==> src/rtl/tank_level_model_tick_gen.sv <==
// Simulation-tick generator: counts 0..TICK_DIV-1 and pulses tick for the
// single cycle in which the counter wraps. With TICK_DIV=1 tick is always high.
module tick_gen #(
    parameter int TICK_DIV = 1000
) (
    input  logic Clk,
    input  logic Rst_n,
    output logic tick
);

    localparam int CNT_W = (TICK_DIV > 1) ? $clog2(TICK_DIV) : 1;
    localparam logic [CNT_W-1:0] CNT_LAST = CNT_W'(TICK_DIV - 1);

    logic [CNT_W-1:0] cnt;

    // Free-running divider counter, wrapping at TICK_DIV-1
    always_ff @(posedge Clk) begin
        if (!Rst_n) begin
            cnt <= '0;
        end else if (cnt == CNT_LAST) begin
            cnt <= '0;
        end else begin
            cnt <= cnt + CNT_W'(1);
        end
    end

    assign tick = (cnt == CNT_LAST);

endmodule

==> config.mk <==
export PLATFORM = sky130hd
export DESIGN_NAME = tick_gen
export DESIGN_NICKNAME = d
export VERILOG_FILES = /design/src/rtl/tank_level_model_tick_gen.sv
export SDC_FILE = /design/constraint.sdc
export NUM_CORES = 1
export LEC_CHECK = 0
export CORE_MARGIN = 5
export CORE_UTILIZATION = 30
export DETAILED_ROUTE_END_ITERATION = 10
export PLACE_DENSITY = 0.43
export RECOVER_POWER = 100
export REMOVE_ABC_BUFFERS = 1
export SLEW_MARGIN = 20
export SYNTH_ARGS = -nofsm -noshare
export SYNTH_HDL_FRONTEND = slang
export SYNTH_SLANG_ARGS = --single-unit
==> constraint.sdc <==
create_clock -name Clk -period 2.6 [get_ports Clk]
set_input_delay 0.52 -clock Clk [delete_from_list [all_inputs] [get_ports Clk]]
set_output_delay 0.52 -clock Clk [all_outputs]
set_load 0.01 [all_outputs]
==> results.yml <==
clock_network:
  htreeDepth: 1
  cts_tree: "built"
  clockBufferDepth: 2
  clkLatencyLatePin_ps: 270
  root_buffer: "clkbuf_4"
  cts_sinks: 10
  cts.hold.buffers_added: 0
  post_cts_buffers: 0
  cts_resized: 0
  cts_buffers: 3
  clkTransAtPathRegs_ps: 60
layout:
  drive_gt1_frac: 0.0833
  largestRegisters: "cnt (10)"
  syn2layout_area_growth_pct: 13.6
  largest_register_ff_count: 10
  finalInstanceArea_um2: 543
  fin_util: 0.360
  fin_nets: 64
  fillers: 167
  max_flop_register: "cnt"
  antennaDiodeCount: 0
  final_cells: 76
detailed_routing:
  first_pass_iters: 4
  drc: 0
  wl_per_cell_um: 12.2
  ant_nets: 0
  num_vias: 409
  wl_um: 926
  via_per_inst: 5.38
  drt_iter0_drc: 3
floorplanning:
  io_pins: 3
  dieHeight_um: 49.9
  rows: 14
  dieArea_um2: 2490
  initial_core_util: 0.317
  core_area_um2: 1510
  fp.dieW_um: 49.9
place:
  portBuffers: 2
  place.gp.congestion: 0.672
  place_area_um2: 518
  detailedPlace.worstSlack_ps: 488
  dp_cells: 72
  hpwlAfterDp_um: 685
timing:
  drv_slew: 0
  fin_ws_ps: 215
  period_needed_ps: 2390
  slew_headroom: 0.557
  fin_tns_setup_ps: 0
  final_hold_viol_count: 0
  rsz0062_at_grt: "false"
  finalSetupViolCount: 0
  timing.hold.ws_ps: 457
  tightest_slew_ps: 659
  timing.final.crit_share: 0.917
  fin_worst_skew_ps: 5.54
  max_freq_mhz: 419
logic_synthesis:
  synth-async-reset-ratio: 0
  ys.warnings.count: 0
  postSynthCellCount: 54
  ys_seq_elements: 10
  avgSynthCellArea_um2: 8.85
  synth_edf_count: 0
  ys_seq_area_frac: 0.419
  yosysUniqueCellTypes: 24
  ys.flop_type: "dfxtp_1"
  syn_area_um2: 478
critical_path:
  slowest_stage: "clkdlybuf4s50_1"
  max_stage_delay_ps: 560
  path_class: "flop to output pin"
  start_kind: "flop"
  path_buf_inv: 1
  path_cells: "ha_1 -> nand4bb_1 -> nor3_1 -> clkdlybuf4s50_1"
  cp-end-kind: "output pin"
  critPathMaxFanout: 5
  crit_family: "buffers and inverters"
  crit_arrival_ps: 1870
  worstPathRequired_ps: 2080
global_route:
  grtUsageTotal: 0.0913
  grt_pass1_vias: 390
  overflow: 0
  grt_pass1_wl_um: 1700
  grt_max_degree: 8
  antenna_found_initial: 0
run:
  maxCapViolCount: 0
power:
  powerDensity_nw_per_um2: 612
  p_leak_nw: 0.183
  ir_drop_mv: 0.198
  total_power_mw: 0.332
worst_hold_path:
  hp-class: "flop to flop"
status:
  status: "complete, no violations"
## Yosys cell counts (2+ instances only)
cell       n  area, µm²
nand3_1    3       15.0
dfxtp_1   10        200
or4_1      2       15.0
a21oi_1    2       10.0
nor2_1     5       18.8
xor2_1     2       17.5
nand2_1    3       11.3
o21ai_0    2       10.0
o211ai_1   3       22.5
nor3_1     3       15.0
or3_1      2       12.5
inv_1      5       18.8
## kinds of logic after synthesis
logic type	after synthesis	share of synthesized area
flip-flops	10	0.419
AND/OR/NAND/NOR	24	0.293
XOR/XNOR	3	0.0550
adder cells (fa/ha/maj)	1	0.0262
buffers and inverters	5	0.0393
AO/OA/AOI/OAI	11	0.168
## final timing paths
kind | slack (ps) | depth (start not counted) | startpoint | endpoint
hold / removal | 460 | 1 | cnt[0] | cnt[0]
setup reg to reg | 920 | 4 | cnt[0] | cnt[3]
setup / recovery | 210 | 4 | cnt[0] | tick
hold reg to reg | 460 | 1 | cnt[0] | cnt[0]
## cell usage in the layout (no fill, tap or decap), types with 3 or more instances in the layout
master,count
nor3_1,3
nand2_1,3
inv_1,5
dfxtp_1,10
nand3_1,3
o211ai_1,3
clkbuf_4,3
nor2_1,5
## report_power, final
group | internal, mW | switching (mW) | total [mW]
registers | 0.161 | 0.00806 | 0.169
logic | 0.00985 | 0.0107 | 0.0205
clock network | 0.0851 | 0.0574 | 0.142
total | 0.256 | 0.0761 | 0.332
## layer usage
| metal | track usage | up-vias | wire length (µm) |
|---|---|---|---|
| met1 | 0.106 | 191 | 435 |
| met3 | 0.0542 | 2 | 46 |
| met2 | 0.127 | 7 | 433 |
| li1 | - | 209 | - |
| met5 | 0 | - | 0 |
| met4 | 0.0524 | 0 | 10 |
## cell type report
cell class / instances / area (µm²) / share of cell area
Clock buffer: 4 / 36.3 / 0.0668
Inverter: 5 / 18.8 / 0.0346
Multi-Input combinational cell: 39 / 248 / 0.456
Sequential cell: 10 / 200 / 0.369
Tap cell: 16 / 20.0 / 0.0369
Timing Repair Buffer: 2 / 20.0 / 0.0369
## worst reg2reg max path, delay by kind of cell, from the launching register on
kind | cells | cell delay [ps]
adder cells (fa/ha/maj) | 1 | 240
flip-flops | 1 | 370
AO/OA/AOI/OAI | 1 | 610
AND/OR/NAND/NOR | 2 | 330
No activity file was read; power rests on OpenSTA's default activity.
